--- config.mk ---
export PLATFORM = sky130hd
export DESIGN_NAME = flash_word_fetch_flat
export DESIGN_NICKNAME = d
export VERILOG_FILES = /design/src/rtl/flash_word_fetch_pkg.sv /design/src/rtl/flash_word_fetch_if.sv /design/src/rtl/flash_word_fetch_cache.sv /design/src/rtl/flash_word_fetch.sv /design/src/flat_wrapper.sv
export SDC_FILE = /design/constraint.sdc
export NUM_CORES = 1
export LEC_CHECK = 0
export ABC_AREA = 0
export BUFFER_PORTS_ARGS = -buffer_cell sky130_fd_sc_hd__buf_2
export CAP_MARGIN = 0
export CORE_UTILIZATION = 45
export DETAILED_ROUTE_END_ITERATION = 8
export GPL_TIMING_DRIVEN = 0
export SLEW_MARGIN = 20
export SYNTH_ARGS = -nofsm -noshare
export SYNTH_HDL_FRONTEND = slang
export SYNTH_HIERARCHICAL = 1
export SYNTH_SLANG_ARGS = --single-unit
--- constraint.sdc ---
create_clock -name iclk -period 2.51 [get_ports iclk]
set_clock_uncertainty 0.15 [all_clocks]
set_input_delay 0.251 -clock iclk [delete_from_list [all_inputs] [get_ports iclk]]
set_output_delay 0.251 -clock iclk [all_outputs]
set_load 0.1 [all_outputs]
--- src/rtl/flash_word_fetch_pkg.sv ---
// Shared types and defaults for the flash word fetcher.
//   state_e      : FSM state encoding
//   DEF_*_CYC    : default latencies for a 54 MHz iclk
//   cnt_width()  : counter width wide enough for the largest latency
package flash_pkg;

  typedef enum logic [1:0] {
    S_RESET,
    S_INIT,
    S_IDLE,
    S_READ
  } state_e;

  localparam int DEF_RESET_CYC = 28;
  localparam int DEF_INIT_CYC  = 3;
  localparam int DEF_READ_CYC  = 6;
  localparam int DEF_PAGE_CYC  = 2;

  function automatic int cnt_width(input int a, input int b, input int c);
    int m;
    m = a;
    if (b > m) m = b;
    if (c > m) m = c;
    return $clog2(m + 1);
  endfunction

  localparam int CNT_W = cnt_width(DEF_RESET_CYC, DEF_INIT_CYC, DEF_READ_CYC);

endpackage

--- src/rtl/flash_word_fetch_if.sv ---
// Request-side bus of the flash word fetcher.
//   ifl_req  : request toggle (master)
//   ifl_addr : byte address of the word's first byte (master)
//   ifl_inv  : single-cycle cache invalidate (master)
//   ofl_ack  : acknowledge toggle (slave)
//   ofl_dout : assembled word (slave)
//   obusy    : fetcher not idle (slave)
interface flash_word_fetch_if #(
  parameter int ADDR_W = 23,
  parameter int BYTES  = 2
);
  logic                ifl_req;
  logic [ADDR_W-1:0]   ifl_addr;
  logic                ifl_inv;
  logic                ofl_ack;
  logic [8*BYTES-1:0]  ofl_dout;
  logic                obusy;

  modport master (output ifl_req, ifl_addr, ifl_inv,
                  input  ofl_ack, ofl_dout, obusy);
  modport slave  (input  ifl_req, ifl_addr, ifl_inv,
                  output ofl_ack, ofl_dout, obusy);
endinterface

--- src/rtl/flash_word_fetch_cache.sv ---
// One-entry last-word cache.
//   iclk, ireset_n : clock, synchronous active-low reset
//   lookup_i       : address being requested
//   inv_i          : clear valid
//   wr_i, tag_i, data_i : completion write (wins over inv_i)
//   hit_o, data_o  : hit flag and cached word
module flash_word_cache #(
  parameter int ADDR_W = 23,
  parameter int BYTES  = 2
) (
  input  logic               iclk,
  input  logic               ireset_n,
  input  logic [ADDR_W-1:0]  lookup_i,
  input  logic               inv_i,
  input  logic               wr_i,
  input  logic [ADDR_W-1:0]  tag_i,
  input  logic [8*BYTES-1:0] data_i,
  output logic               hit_o,
  output logic [8*BYTES-1:0] data_o
);
  logic               valid_q;
  logic [ADDR_W-1:0]  tag_q;
  logic [8*BYTES-1:0] data_q;

  // An invalidate in the same cycle as the lookup forces a miss.
  assign hit_o  = valid_q && !inv_i && (lookup_i == tag_q);
  assign data_o = data_q;

  always_ff @(posedge iclk) begin
    if (!ireset_n) begin
      valid_q <= 1'b0;
      tag_q   <= '0;
      data_q  <= '0;
    end else if (wr_i) begin
      valid_q <= 1'b1;
      tag_q   <= tag_i;
      data_q  <= data_i;
    end else if (inv_i) begin
      valid_q <= 1'b0;
    end
  end
endmodule

--- src/rtl/flash_word_fetch.sv ---
// Parallel NOR flash word fetcher: assembles BYTES flash bytes into one
// word per toggle request, with page-mode timing and a last-word cache.
//   iclk, ireset_n : clock, synchronous active-low reset
//   iFL_DQ         : flash data bus
//   oFL_*          : flash address and control pins
//   bus            : request-side handshake (slave modport)
//
// state   | meaning
// S_RESET | flash RST_N held low, ack tracks req
// S_INIT  | RST_N released, waiting before first access
// S_IDLE  | waiting for req != ack; cache hits answered here
// S_READ  | byte fetches in progress, completion on the last byte
module flash_word_fetch
  import flash_pkg::*;
#(
  parameter int ADDR_W     = 23,
  parameter int BYTES      = 2,
  parameter int LSB_FIRST  = 1,
  parameter int RESET_CYC  = DEF_RESET_CYC,
  parameter int INIT_CYC   = DEF_INIT_CYC,
  parameter int READ_CYC   = DEF_READ_CYC,
  parameter int PAGE_CYC   = DEF_PAGE_CYC,
  parameter int PAGE_BYTES = 16,
  parameter int CACHE_EN   = 1
) (
  input  logic              iclk,
  input  logic              ireset_n,
  input  logic [7:0]        iFL_DQ,
  output logic [ADDR_W-1:0] oFL_ADDR,
  output logic              oFL_RST_N,
  output logic              oFL_CE_N,
  output logic              oFL_OE_N,
  output logic              oFL_WE_N,
  output logic              oFL_WP_N,
  flash_word_fetch_if.slave bus
);
  localparam int CTR_W = cnt_width(RESET_CYC, INIT_CYC, READ_CYC);
  localparam int IDX_W = (BYTES > 1) ? $clog2(BYTES) : 1;
  localparam int PG_SH = (PAGE_BYTES > 1) ? $clog2(PAGE_BYTES) : 0;

  state_e                   state_q;
  logic [CTR_W-1:0]         cnt_q;
  logic [IDX_W-1:0]         idx_q;
  logic                     req_q;
  logic [ADDR_W-1:0]        addr_q;
  logic [ADDR_W-1:0]        fl_addr_q;
  logic [BYTES-1:0][7:0]    word_q;
  logic [8*BYTES-1:0]       dout_q;
  logic                     ack_q;
  logic                     rst_n_q, ce_n_q, oe_n_q;

  logic [IDX_W-1:0]         lane;
  logic [BYTES-1:0][7:0]    word_nxt;
  logic [ADDR_W-1:0]        addr_nxt;
  logic                     last, expire, same_page, hit, cache_wr;
  logic [8*BYTES-1:0]       cache_data;

  assign lane      = (LSB_FIRST != 0) ? idx_q : IDX_W'(BYTES - 1) - idx_q;
  assign last      = (idx_q == IDX_W'(BYTES - 1));
  assign expire    = (cnt_q == CTR_W'(1));
  assign addr_nxt  = fl_addr_q + ADDR_W'(1);
  assign same_page = (PAGE_BYTES != 0) && ((fl_addr_q >> PG_SH) == (addr_nxt >> PG_SH));
  assign cache_wr  = (state_q == S_READ) && expire && last;

  always_comb begin
    word_nxt       = word_q;
    word_nxt[lane] = iFL_DQ;
  end

  if (CACHE_EN != 0) begin : g_cache
    flash_word_cache #(.ADDR_W(ADDR_W), .BYTES(BYTES)) u_cache (
      .iclk     (iclk),
      .ireset_n (ireset_n),
      .lookup_i (bus.ifl_addr),
      .inv_i    (bus.ifl_inv),
      .wr_i     (cache_wr),
      .tag_i    (addr_q),
      .data_i   (word_nxt),
      .hit_o    (hit),
      .data_o   (cache_data)
    );
  end else begin : g_nocache
    assign hit        = 1'b0;
    assign cache_data = '0;
  end

  always_ff @(posedge iclk) begin
    if (!ireset_n) begin
      state_q   <= S_RESET;
      cnt_q     <= CTR_W'(RESET_CYC);
      idx_q     <= '0;
      req_q     <= 1'b0;
      addr_q    <= '0;
      fl_addr_q <= '0;
      word_q    <= '0;
      dout_q    <= '0;
      ack_q     <= bus.ifl_req;
      rst_n_q   <= 1'b0;
      ce_n_q    <= 1'b1;
      oe_n_q    <= 1'b1;
    end else begin
      case (state_q)
        S_RESET: begin
          ack_q <= bus.ifl_req;
          if (expire) begin
            rst_n_q <= 1'b1;
            cnt_q   <= CTR_W'(INIT_CYC);
            state_q <= S_INIT;
          end else begin
            cnt_q <= cnt_q - CTR_W'(1);
          end
        end
        S_INIT: begin
          ack_q <= bus.ifl_req;
          if (expire) state_q <= S_IDLE;
          else        cnt_q   <= cnt_q - CTR_W'(1);
        end
        S_IDLE: begin
          if (bus.ifl_req != ack_q) begin
            req_q  <= bus.ifl_req;
            addr_q <= bus.ifl_addr;
            if (hit) begin
              ack_q  <= bus.ifl_req;
              dout_q <= cache_data;
            end else begin
              fl_addr_q <= bus.ifl_addr;
              ce_n_q    <= 1'b0;
              oe_n_q    <= 1'b0;
              idx_q     <= '0;
              cnt_q     <= CTR_W'(READ_CYC);
              state_q   <= S_READ;
            end
          end
        end
        S_READ: begin
          if (expire) begin
            word_q <= word_nxt;
            if (last) begin
              dout_q  <= word_nxt;
              ack_q   <= req_q;
              ce_n_q  <= 1'b1;
              oe_n_q  <= 1'b1;
              state_q <= S_IDLE;
            end else begin
              fl_addr_q <= addr_nxt;
              idx_q     <= idx_q + IDX_W'(1);
              cnt_q     <= same_page ? CTR_W'(PAGE_CYC) : CTR_W'(READ_CYC);
            end
          end else begin
            cnt_q <= cnt_q - CTR_W'(1);
          end
        end
        default: state_q <= S_RESET;
      endcase
    end
  end

  assign oFL_ADDR     = fl_addr_q;
  assign oFL_RST_N    = rst_n_q;
  assign oFL_CE_N     = ce_n_q;
  assign oFL_OE_N     = oe_n_q;
  assign oFL_WE_N     = 1'b1;
  assign oFL_WP_N     = 1'b1;
  assign bus.ofl_ack  = ack_q;
  assign bus.ofl_dout = dout_q;
  assign bus.obusy    = (state_q != S_IDLE);
endmodule
--- src/flat_wrapper.sv ---
// flat-port wrapper written by rule: the top's interface ports become plain ports
module flash_word_fetch_flat import flash_pkg::*;
#(
  parameter int ADDR_W     = 23,
  parameter int BYTES      = 2,
  parameter int LSB_FIRST  = 1,
  parameter int RESET_CYC  = DEF_RESET_CYC,
  parameter int INIT_CYC   = DEF_INIT_CYC,
  parameter int READ_CYC   = DEF_READ_CYC,
  parameter int PAGE_CYC   = DEF_PAGE_CYC,
  parameter int PAGE_BYTES = 16,
  parameter int CACHE_EN   = 1
)
  (iclk, ireset_n, iFL_DQ, oFL_ADDR, oFL_RST_N, oFL_CE_N, oFL_OE_N, oFL_WE_N, oFL_WP_N, bus_ifl_req, bus_ifl_addr, bus_ifl_inv, bus_ofl_ack, bus_ofl_dout, bus_obusy);
  flash_word_fetch_if #(.ADDR_W(ADDR_W), .BYTES(BYTES)) bus_i ();
  input  logic iclk;
  input  logic ireset_n;
  input  logic [7:0] iFL_DQ;
  output logic [ADDR_W-1:0] oFL_ADDR;
  output logic oFL_RST_N;
  output logic oFL_CE_N;
  output logic oFL_OE_N;
  output logic oFL_WE_N;
  output logic oFL_WP_N;
  input wire logic [$bits(bus_i.ifl_req)-1:0] bus_ifl_req;
  input wire logic [$bits(bus_i.ifl_addr)-1:0] bus_ifl_addr;
  input wire logic [$bits(bus_i.ifl_inv)-1:0] bus_ifl_inv;
  output wire logic [$bits(bus_i.ofl_ack)-1:0] bus_ofl_ack;
  output wire logic [$bits(bus_i.ofl_dout)-1:0] bus_ofl_dout;
  output wire logic [$bits(bus_i.obusy)-1:0] bus_obusy;
  assign bus_i.ifl_req = bus_ifl_req;
  assign bus_i.ifl_addr = bus_ifl_addr;
  assign bus_i.ifl_inv = bus_ifl_inv;
  assign bus_ofl_ack = bus_i.ofl_ack;
  assign bus_ofl_dout = bus_i.ofl_dout;
  assign bus_obusy = bus_i.obusy;
  flash_word_fetch #(.ADDR_W(ADDR_W), .BYTES(BYTES), .LSB_FIRST(LSB_FIRST), .RESET_CYC(RESET_CYC), .INIT_CYC(INIT_CYC), .READ_CYC(READ_CYC), .PAGE_CYC(PAGE_CYC), .PAGE_BYTES(PAGE_BYTES), .CACHE_EN(CACHE_EN)) u_core (.iclk(iclk), .ireset_n(ireset_n), .iFL_DQ(iFL_DQ), .oFL_ADDR(oFL_ADDR), .oFL_RST_N(oFL_RST_N), .oFL_CE_N(oFL_CE_N), .oFL_OE_N(oFL_OE_N), .oFL_WE_N(oFL_WE_N), .oFL_WP_N(oFL_WP_N), .bus(bus_i));
endmodule
-- After elaboration in Yosys (flattened, before gate mapping)
Index checks and enable logic that the tools add are counted.
- reduce and logical (&&, ||, !) cells: 20
- order comparisons: 2
- eq/ne operators: 22
- multiplexer cells: 44
- add/subtract/negate cells: 3
- operators by type and width (cell ; number):
    23-bit two-way mux ; 4
    16-bit two-way mux ; 4
    23-bit case mux with 2 select lines ; 1
    16-bit case mux with 2 select lines ; 1
    5-bit two-way mux ; 6
    23-bit by 1-bit adder with 23-bit output, second input constant ; 1
    23-bit == test ; 1
    5-bit case mux with 4 select lines ; 1
    19-bit == test ; 1
    16-bit bitwise mux ; 1
    5-bit AND reduction ; 3
    1-bit two-way mux ; 13
    2-bit two-way mux ; 6
    4-bit AND reduction ; 3
    2-bit by 1-bit != test with 1-bit output, second input constant ; 5
    2-bit != test, second input constant ; 5
    3-bit by 2-bit != test with 1-bit output, second input constant ; 3
    8-bit demux with 1-bit select ; 1
    8-bit two-way mux ; 1
    2-bit case mux with 4 select lines ; 1
    3-bit != test, second input constant ; 2
    2-bit AND reduction ; 3
    6-bit AND reduction ; 1
    5-bit by 1-bit == test with 1-bit output, second input constant ; 1
    15 further kinds ; 22
- register bits: 130
- output and inout port bits: 46
- word-level logic and storage cells: 106
- input port bits: 35

-- Depth between registers and ports, before layout
Gate-level depths: netlist of the first run.
- depth in word-level cells: 8
- depth in mapped cells: 9
- gate-level depth less buffers: 8

-- Modules after synthesis
Netlist of the first run, hierarchy kept.
- modules (own cells, without submodules) (module ; area each (um^2) ; seq. area each (um^2) ; times used ; cells each):
    flash_word_fetch ; 4307.9 ; 1811.7 ; 1 ; 561
    flash_word_cache ; 1754.2 ; 800.8 ; 1 ; 160

-- Least setup slack after synthesis of the first run
No wires, ideal clock.
- path kind: reg2reg
- from: register u_core.fl_addr_q[1] (netlist: u_core/oFL_ADDR[1])
- to: register u_core.fl_addr_q[18] (netlist: u_core/oFL_ADDR[18])
- clock period less this slack: 2.884 ns
- slack: -0.374 ns
- setup time: 0.060 ns
- arrival: 2.673 ns
- required time: 2.300 ns
- stages on the path, launching flop included: 7
- path buffers: 0
- cells stage by stage: dfxtp_1 -> ha_1 -> nand3_1 -> nor4_2 -> nand3_1 -> a21oi_1 -> o221a_2
- word-level cells in the longest chain between the ends: 4
- ends and longest elaborated chain (element ; line ; source):
    start, declared ; flash_word_fetch.sv:46 ; logic [ADDR_W-1:0] fl_addr_q;
    start signal, assigned ; flash_word_fetch.sv:126 ; fl_addr_q <= bus.ifl_addr;
    start signal, assigned ; flash_word_fetch.sv:145 ; fl_addr_q <= addr_nxt;
    23-bit by 1-bit adder with 23-bit output ; flash_word_fetch.sv:61 ; assign addr_nxt = fl_addr_q + ADDR_W'(1);
    23-bit two-way mux ; flash_word_fetch.sv:138 ; if (last) begin
    23-bit two-way mux ; flash_word_fetch.sv:136 ; if (expire) begin
    23-bit case mux with 2 select lines ; flash_word_fetch.sv:102 ; case (state_q)
Every way passes these cells. The select of a mux whose other input is x is not followed.
A chain may end at the register's enable or synchronous reset.

-- Worst setup path after layout of the first run
- from: register u_core.g_cache.u_cache.tag_q[18]
- to: register u_core.dout_q[6] (netlist: u_core/bus.ofl_dout[6])
- word-level cells in the longest chain between the ends: 4
- ends and longest elaborated chain (element ; line ; source):
    start, declared ; flash_word_fetch_cache.sv:22 ; logic [ADDR_W-1:0] tag_q;
    start signal, assigned ; flash_word_fetch_cache.sv:36 ; tag_q <= tag_i;
    23-bit == test ; flash_word_fetch_cache.sv:26 ; assign hit_o = valid_q && !inv_i && (lookup_i == tag_q);
    1-bit logical AND ; flash_word_fetch_cache.sv:26 ;
    named net u_core.hit ; flash_word_fetch.sv:55 ; logic last, expire, same_page, hit, cache_wr;
    2-bit != test (no source line) ; - ;
    5-bit AND reduction (no source line) ; - ;
    end signal, assigned ; flash_word_fetch.sv:124 ; dout_q <= cache_data;
    end signal, assigned ; flash_word_fetch.sv:139 ; dout_q <= word_nxt;
    end, declared ; flash_word_fetch.sv:48 ; logic [8*BYTES-1:0] dout_q;
The timed path passes the listed nets, and every way through them passes these cells.

==> results.txt, run 1 <==
- Traced cell by cell, the critical path runs through xor2_1 -> nor4_1 -> nand4_1 -> nor3_4 -> nor3b_4 -> o21a_4 -> buf_6 -> o211ai_1 -> a21oi_1.
* Final count of negative-setup-slack endpoints: 0
* Worst-case setup margin in the final layout: 2.23 ps
* Async SR Flop Fraction: 0
- Max-cap violations in this run came to 0.
* GPL Wtd Cong: 0.887
* Combined area of all synthesized cells: 6060 µm²
* Overall routed net length: 18.3 mm
- In this run the standard cell core region covers 13,200 µm².
- After synthesis, the netlist uses 57 different library cells.
- Post-Route Setup TNS: 0 ps
- Counting flops and latches in the post-synthesis netlist gives 130.
- Number of standard cells after synthesis: 721
- Each instance of the synthesized netlist takes up on average 8.41 µm².
* Count of flip-flops with a built-in enable after synthesis: 1
* First-pass GRT wire length: 28.6 mm
* Type of destination of the critical path: flop
- Count of cells along the worst register-to-register path: 9
* Clock tree from TritonCTS: built
* Starting density of the core: 0.460
- Once detailed placement completed, the half-perimeter wirelength came to 12.9 mm.
- Worst slew margin relative to its limit: 0.450
- Counting along the longest clock path gives a buffer depth of 2.
- After detailed routing, the number of vias per cell comes to 5.53.
* Highest Clock Rate: 399 MHz
* Overall die height: 118 µm
- Post-route ant nets: 0
- Pin count of the biggest net entering global routing: 20
- Post-layout utilization of the core: 0.591
- Cells on Worst Hold Path: 3
* Final-report max-slew violation count: 0
* Insertion delay of the later-clocked pin in the worst-skew pair: 420 ps
- Tot GR Track Use: 0.268
- At the worst endpoint, the required time is 2700 ps.
- For this block, the via count after detailed routing is 5,740.
- Setup repair after global routing could not meet its margin everywhere.
* CTS HTree Levels: 4
* Die area: 13,900 µm²
- Maximum fanout along the worst path: 5
- Final hold vios: 0
* Hold/Removal Path Class: primary input to flop
- Min cycle time layout: 2510 ps
* Power per Cell Area: 633 nW/µm²
- The analysis attributes to cell leakage a power of 2.93 nW.
- The endpoint identified for the worst register-to-register timing path is u_core/bus.ofl_dout[6]$_SDFFE_PN0P_.
* Number of global-route vias before repair: 5,444
- Summed over all nets, wire length on met2 after detailed routing comes to 8.44 mm.
- Met3 Routed Length: 1.15 mm
* CP peak stage delay: 340 ps
* Register clock-pin slew on the reported worst setup and hold paths: 50 ps
- Number of warnings reported in the yosys synthesis log: 6
- The worst hold path terminates at u_core/oFL_ADDR[21]$_SDFFE_PN0P_.
* Share of cells above drive strength 1: 0.198
- The run finished with clean final reports.
- Pin placement for this block handled 81 I/O pins.
- In the final routed layout, each cell accounts on average for 17.6 µm.
- In this run the top signal layer used is met4.
- For this run the aggregate overflow at the end of global routing stands at 0.
- On the critical path, the stage with the largest delay is an instance of nor4_1.
- For this run, the register share of the synthesized area comes to 0.431.
- Main flop type after synthesis: dfxtp_1
- The worst-case IR drop observed on VDD is 434 µV.
- Buffers inserted during clock tree synthesis total 17.
* Overall die width: 118 µm
- Sum of routed wire segments on met1: 8.30 mm
* Clock sink total: 130
* Worst Path Arrival: 2700 ps
- Site Rows: 42
- Fin nets: 887
- For this run, design rule violations remaining after detail routing come to 0.
* Kind of critical path: flop to flop
* Hold path start: bus_ifl_addr[21]
- Hold is met by 27.0 ps.
- At the placement stage, the worst setup path has a slack of -489 ps.
- Diode insertion count for antenna repair: 0
- The first detailed-routing pass ran for 7 iterations.
* Area overhead of the layout relative to synthesis: 28.5%
- In this run the clock root is driven by a clkbuf_16.
- DRC marker count from the first detailed-route iteration: 590
* Slew of the pin with the lowest slew margin: 825 ps
* Top delay family on crit path: simple AND/OR/NAND/NOR gates
* Crit path buf inv count: 1
- STA classifies the critical path startpoint as a flop.
* Port-buffer cells: 77
- Fraction of the cycle the final worst path needs: 0.999
* Antenna violations before repair: 0
- Worst reg2reg setup slack: 2 ps
- Startpoint of the lowest-slack register-to-register path: u_core/g_cache.u_cache/tag_q[18]$_SDFFE_PN0P_
-- report_power, final --
group / internal [W] / total [W] / leakage (nW) / switching, W
clock network: 0.00170 / 0.00260 / 0.298 / 0.000902
logic: 0.0000961 / 0.000243 / 1.57 / 0.000147
registers: 0.00208 / 0.00209 / 1.06 / 0.0000132
total: 0.00387 / 0.00493 / 2.93 / 0.00106
-- synth_stat cells (2+ instances only) --
library cell,number,area (µm²)
a311oi_1,4,35.0
nor3_2,2,20.0
mux2i_1,55,551
o21ai_0,22,110
and3_1,7,43.8
o21ai_1,2,10.0
buf_1,3,11.3
nor2b_1,40,250
a21oi_1,67,335
inv_1,22,82.6
nor4_2,2,25.0
nor2_1,48,180
a31oi_1,4,25.0
o221a_2,2,22.5
a21boi_0,2,15.0
o31ai_1,2,15.0
nand4_1,9,56.3
a211oi_1,22,165
xor2_1,16,140
nor3_1,7,35.0
nand3_1,12,60.1
o211ai_1,20,150
o21a_1,4,30.0
buf_4,7,52.6
a221oi_1,3,26.3
buf_2,6,30.0
clkbuf_1,34,128
nand2_1,120,450
nor3b_1,3,22.5
or4b_1,2,20.0
a32o_1,2,20.0
or3_1,4,25.0
ha_1,3,37.5
nor4_1,4,25.0
dfxtp_1,129,2580
nand2b_1,2,12.5
xnor2_1,8,70.1
-- registers in the layout, summed over array words and instances, names as in the netlist --
signal                          count
u_core/oFL_OE_N                     1
u_core/oFL_RST_N                    1
u_core/cnt_q                        5
u_core/g_cache.u_cache/data_o      16
u_core/bus.ofl_dout                16
u_core/word_q                      16
u_core/idx_q                        1
u_core/g_cache.u_cache/valid_q      1
u_core/addr_q                      23
u_core/oFL_ADDR                    23
u_core/req_q                        1
u_core/state_q                      2
u_core/g_cache.u_cache/tag_q       23
u_core/bus.ofl_ack                  1
-- worst reg2reg max path, delay by kind of cell, from the launching register on --
| family | cells | cell delay, ps |
|---|---|---|
| AO/OA/AOI/OAI | 3 | 500 |
| XOR/XNOR | 1 | 150 |
| buffers and inverters | 1 | 130 |
| flip-flops | 1 | 320 |
| AND/OR/NAND/NOR | 4 | 1170 |
-- layer usage --
metal  global-route usage  up-vias
li1                     -     2770
met1                0.362     2751
met2                0.412      192
met3               0.0504       27
met4                0.123        0
met5                    0        -
-- placed cells by master (no fill, tap or decap), types with 20 or more instances in the layout --
master         Yosys  layout
a21oi_1           67      67
nand2_1          120     120
clkbuf_1          34      30
a211oi_1          22      22
o211ai_1          20      20
inv_1             22      22
dfxtp_1          129     111
nor2_1            48      47
dlygate4sd3_1      0      24
o21ai_0           22      22
buf_2              6      80
nor2b_1           40      40
mux2i_1           55      55
-- through the flow --
step                total power (W)  cells  cell area, µm²
finish                      0.00493   1038            7790
global route                0.00508   1038            7790
CTS                         0.00496   1036            7710
detailed placement          0.00234    975            6700
global placement            0.00233    975            6700
floorplan                   0.00224    722            6090
-- worst max-delay path by stage --
stage                                                             start                                  end  slack (ps)  depth (start not counted)
after floorplan                         u_core/oFL_ADDR[1]$_SDFFE_PN0P_     u_core/oFL_ADDR[18]$_SDFFE_PN0P_          20                          6
after global placement                                  bus_ifl_addr[7]     u_core/oFL_ADDR[18]$_SDFFE_PN0P_        -520                         10
after detailed placement                                bus_ifl_addr[7]     u_core/oFL_ADDR[18]$_SDFFE_PN0P_        -490                         10
after CTS                 u_core/g_cache.u_cache/tag_q[18]$_SDFFE_PN0P_  u_core/bus.ofl_dout[6]$_SDFFE_PN0P_         -10                          9
after global routing       u_core/g_cache.u_cache/tag_q[3]$_SDFFE_PN0P_  u_core/bus.ofl_dout[9]$_SDFFE_PN0P_        -110                          9
final                     u_core/g_cache.u_cache/tag_q[18]$_SDFFE_PN0P_  u_core/bus.ofl_dout[6]$_SDFFE_PN0P_           2                          9
-- cell type report --
| type | count | area (µm²) |
|---|---|---|
| multi-input cells | 520 | 3250 |
| inverters | 22 | 82.6 |
| repair buffers | 109 | 709 |
| flip-flops and latches | 130 | 2640 |
| plain buffers | 49 | 265 |
| clock buffers | 24 | 503 |
| well taps | 176 | 220 |
| fillers | 1159 | 5400 |
| clock inverters | 8 | 123 |
-- what timing repair did --
action,CTS,global route
setup endpoints to repair,40,95
cloned,1,0
setup buffers,5,2
pin swaps,15,11
hold buffers,24,0
gates resized for setup,26,22
endpoints found under the hold margin,25,0
-- cells by family (layout without fill, tap and decap cells) --
group | after synthesis | in the layout | share of synthesized area
simple gates | 269 | 269 | 0.212
fa+ha+maj | 3 | 3 | 0.00619
buf+inv | 72 | 212 | 0.0502
flops | 130 | 130 | 0.431
compound gates | 166 | 166 | 0.172
xor+xnor | 24 | 24 | 0.0347
mux | 56 | 56 | 0.0927
other cells | 1 | 2 | 0.000619
No activity file was read; power rests on OpenSTA's default activity.
==> run 2: changes to the inputs <==
--- a/config.mk
+++ b/config.mk
@@ -5,12 +5,14 @@
 export SDC_FILE = /design/constraint.sdc
 export NUM_CORES = 1
 export LEC_CHECK = 0
-export ABC_AREA = 0
+export ABC_AREA = 1
 export BUFFER_PORTS_ARGS = -buffer_cell sky130_fd_sc_hd__buf_2
 export CAP_MARGIN = 0
-export CORE_UTILIZATION = 45
+export CORE_UTILIZATION = 48
 export DETAILED_ROUTE_END_ITERATION = 8
 export GPL_TIMING_DRIVEN = 0
+export PLACE_DENSITY = 0.68
+export SKIP_CTS_REPAIR_TIMING = 1
 export SLEW_MARGIN = 20
 export SYNTH_ARGS = -nofsm -noshare
 export SYNTH_HDL_FRONTEND = slang
==> results.txt, run 2 <==
- The cell area after synthesis came to 6460 µm² (was 6060 µm²).
* Post-Route Setup TNS: 0 ps (unchanged)
- The largest stage delay on the critical path is 320 ps (was 340 ps).
- The register bit total from synthesis was 130 (unchanged).
* Crit-path cells: inv_1 -> nand2_1 -> nand2_1 -> nor2_1 -> nand2_1 -> nor2_1 -> nand2_1 -> nor2_2 -> inv_1 -> o21ai_2 -> nand3_4 -> clkinv_2 -> buf_6 -> nand2_2 -> a21oi_2 (was xor2_1 -> nor4_1 -> nand4_1 -> nor3_4 -> nor3b_4 -> o21a_4 -> buf_6 -> o211ai_1 -> a21oi_1)
* Violations in the final reports: negative hold slack
- The critical setup path kind was flop to flop (unchanged).
* Clock tree from TritonCTS: built (unchanged)
* Insertion delay of the later-clocked pin in the worst-skew pair: 420 ps (about the same)
- Largest area contributor in the netlist: dfxtp_1 (unchanged)
* Routing layer with the top usage in global route: met2 (unchanged)
- The antenna diode instance count came to 0 (unchanged).
- First-pass GRT wire length: 29.3 mm (was 28.6 mm)
- Min cycle time layout: 2300 ps (was 2510 ps)
- The DRC violation count after routing is 0 (unchanged).
- The number of antenna-violating nets in the routed design came to 0 (unchanged).
* Site Rows: 42 (unchanged)
* Detailed placement HPWL: 13.3 mm (was 12.9 mm)
- Port-buffer cells: 78 (was 77)
- The final worst slack was 207 ps (was 2.23 ps).
* Share of cells above drive strength 1: 0.170 (was 0.198)
- The post-place instance area came to 7080 µm² (was 6700 µm²).
- The number of optimization iterations in the first detailed-route pass came to 5 (was 7).
- The maximum number of pins on one net before global-route repair came to 17 (was 20).
- Number of distinct standard cells referenced by the synthesized netlist: 43 (was 57)
- The detail-routed net length per standard cell was 14.4 µm (was 17.6 µm).
- Most common library cell in the layout ignoring fill and taps: nand2_1 (unchanged)
- The via count came to 6,506 (was 5,740).
- The total power density per cell area was 644 nW/µm² (was 633 nW/µm²).
* Highest Clock Rate: 434 MHz (was 399 MHz)
* Non-Filler Instances: 1,279 (was 1,038)
- The startpoint kind of the worst setup timing path was a flop (unchanged).
* Final count of negative-setup-slack endpoints: 0 (unchanged)
- The clock sink count came to 130 (unchanged).
* Residual overflow from global routing: 0 (unchanged)
* Core area: 13,200 µm² (unchanged)
* Number of warnings reported in the yosys synthesis log: 6 (unchanged)
* Count leader, synth: nand2_1 (was dfxtp_1)
* Static Leakage: 3.46 nW (was 2.93 nW)
- The number of enable flip-flop cells after synthesis came to 1 (unchanged).
- Highest-count cells in the layout ignoring fill and taps: 259 x nand2_1, 168 x nor2_1, 127 x dfxtp_1, 110 x o21ai_0, 90 x buf_2 (was 120 x nand2_1, 111 x dfxtp_1, 80 x buf_2, 67 x a21oi_1, 55 x mux2i_1)
* Final hold vios: 4 (was 0)
- The synthesized area per cell came to 6.57 µm² (was 8.41 µm²).
* Final design area excluding fillers: 7810 µm² (was 7790 µm²)
- Die area: 13,900 µm² (about the same)
* Crit path buf inv count: 4 (was 1)
- Register area: 2620 µm² (was 2640 µm²)
* Vias per std cell: 5.09 (was 5.53)
* Max-cap violation count: 0 (unchanged)
- Cell occurring most often along the worst timing path: nand2_1
- The actual slew at the worst max-slew pin came to 731 ps (was 825 ps).
- Clock root buffer: clkbuf_16 (unchanged)
* Worst Setup Slack post-DPL: 17.0 ps (was -489 ps)
- Result of the run: finished with violations (was completed).
- Area overhead of the layout relative to synthesis: 20.9% (was 28.5%)
* Number of standard cells after synthesis: 984 (was 721)
- Fraction of the yosys area taken by sequential cells: 0.404 (was 0.431)
* Fraction of the cycle the final worst path needs: 0.917 (was 0.999)
- The utilization after layout is 0.592 (was 0.591).
- Worst Path Arrival: 2500 ps (was 2700 ps)
* Unrepaired setup endpoints after global routing: false (was true)
- Worst slew margin relative to its limit: 0.513 (was 0.450)
- Starting density of the core: 0.490 (was 0.460)
- Ranking of synthesized cells by area: dfxtp_1 40%, nand2_1 15%, nor2_1 9.8% (was dfxtp_1 43%, mux2i_1 9.1%, nand2_1 7.4%)
* DRC marker count from the first detailed-route iteration: 545 (was 590)
- The slowest stage cell on the critical path is dfxtp_1 (was nor4_1).
* Top cells by instance count after synthesis: 259 x nand2_1, 169 x nor2_1, 129 x dfxtp_1, 110 x o21ai_0, 84 x inv_1 (was 129 x dfxtp_1, 120 x nand2_1, 67 x a21oi_1, 55 x mux2i_1, 48 x nor2_1)
- Fraction of synthesized cell area taken by the top area cell type: 0.400 (was 0.426)
- Required time worst endpoint: 2710 ps (was 2700 ps)
- The worst slack on hold paths is -16.9 ps (was 27.0 ps).
* Routing usage on met2: 0.413 (was 0.412)
- Tot GR Track Use: 0.270 (was 0.268)
- GPL Wtd Cong: 0.877 (was 0.887)
- Hold/Removal Path Class: primary input to flop (unchanged)
- The CTS clock-pin slew for the worst setup and hold paths was 60 ps (was 50 ps).
- Overall die height: 118 µm (about the same)
* CTS HTree Levels: 4 (unchanged)
- Main flop type after synthesis: dfxtp_1 (unchanged)
- The TritonCTS buffer count was 17 (unchanged).
- The number of max-slew violations in the final report is 0 (unchanged).
* Grt met1 use: 0.377 (was 0.362)
- The final wirelength was 18.4 mm (was 18.3 mm).
* IR Drop Worst-Case VDD: 409 µV (was 434 µV)
- The total I/O pin count is 81 (unchanged).
* Deepest clock path buffer count: 2 (unchanged)
- The post-synthesis async set-or-reset flop share is 0 (unchanged).
* Met3 usage in global routing: 0.0523 (was 0.0504)
- Area taken by multi-input logic gates: 3240 µm² (was 3250 µm²)
- The horizontal die dimension is 118 µm (about the same).
- The worst-path maximum fanout came to 10 (was 5).
- Antenna violations before repair: 0 (unchanged)
* Number of global-route vias before repair: 5,743 (was 5,444)
- The type of destination of the critical path was a flop (unchanged).
* Placed cell count: 1,239 (was 975)
- Top delay family on crit path: simple AND/OR/NAND/NOR gates (unchanged)
* Fin nets: 1,128 (was 887)
- Layout fillers: 1,308 (was 1,159)
-- run 2: changes by cell type after synthesis, moves of 15 or more --
cell | previous run | this run
o211ai_1 | 20 | 1
inv_1 | 22 | 84
mux2i_1 | 55 | 1
clkbuf_1 | 34 | 19
nand2_1 | 120 | 259
o21ai_0 | 22 | 110
nor2b_1 | 40 | 1
a211oi_1 | 22 | 3
nor2_1 | 48 | 169
-- run 2: worst paths after layout --
| kind | slack [ps] | start | to | cells past startpoint |
|---|---|---|---|---|
| worst max-delay path | 210 | u_core/g_cache.u_cache/tag_q[12]$_SDFFE_PN0P_ | u_core/bus.ofl_dout[11]$_SDFFE_PN0P_ | 15 |
| worst min-delay path | -20 | bus_ifl_addr[15] | u_core/addr_q[15]$_SDFFE_PN0P_ | 3 |
| worst max register to register | 210 | u_core/g_cache.u_cache/tag_q[12]$_SDFFE_PN0P_ | u_core/bus.ofl_dout[11]$_SDFFE_PN0P_ | 15 |
| worst min register to register | 300 | u_core/oFL_RST_N$_SDFFE_PN0P_ | u_core/oFL_RST_N$_SDFFE_PN0P_ | 2 |
-- run 2: cells by family after synthesis --
kind of cell | count (synthesis) | share of synthesized area
fa+ha+maj | 3 | 0.00581
other cells | 1 | 0.000580
flops | 130 | 0.404
mux | 1 | 0.00155
compound gates | 228 | 0.190
buf+inv | 142 | 0.0955
simple gates | 476 | 0.299
xor+xnor | 3 | 0.00407
-- run 2: area by class of cell --
| type | count | share of cell area |
|---|---|---|
| plain buffers | 47 | 0.0325 |
| multi-input cells | 713 | 0.415 |
| clock inverters | 13 | 0.0231 |
| repair buffers | 86 | 0.0602 |
| inverters | 95 | 0.0465 |
| well taps | 176 | 0.0282 |
| flip-flops and latches | 130 | 0.335 |
| clock buffers | 19 | 0.0594 |
-- run 2: per-stage QoR --
stage	hold WS, ps	total power [W]
2_1_floorplan	229	0.00226
3_3_place_gp	284	0.00236
3_5_place_dp	289	0.00236
4_1_cts	-53.2	0.00504
5_1_grt	0.779	0.00519
6_report	-16.9	0.00503
-- run 2: worst min-delay path, stage by stage --
cell,delay [ps]
buf_2,120
nor2_1,50
nor2_1,90
-- run 2: routing by layer --
| metal | share of wire | vias to the layer above |
|---|---|---|
| met2 | 0.45 | 194 |
| met3 | 0.058 | 31 |
| li1 | - | 3334 |
| met1 | 0.48 | 2947 |
| met4 | 0.019 | 0 |
| met5 | 0 | - |
-- run 2: power by group --
part           internal (W)  total (W)  switching (W)
Sequential          0.00208    0.00209      0.0000116
Combinational     0.0000796   0.000240       0.000161
Clock               0.00174    0.00270       0.000961
Total               0.00390    0.00503        0.00113
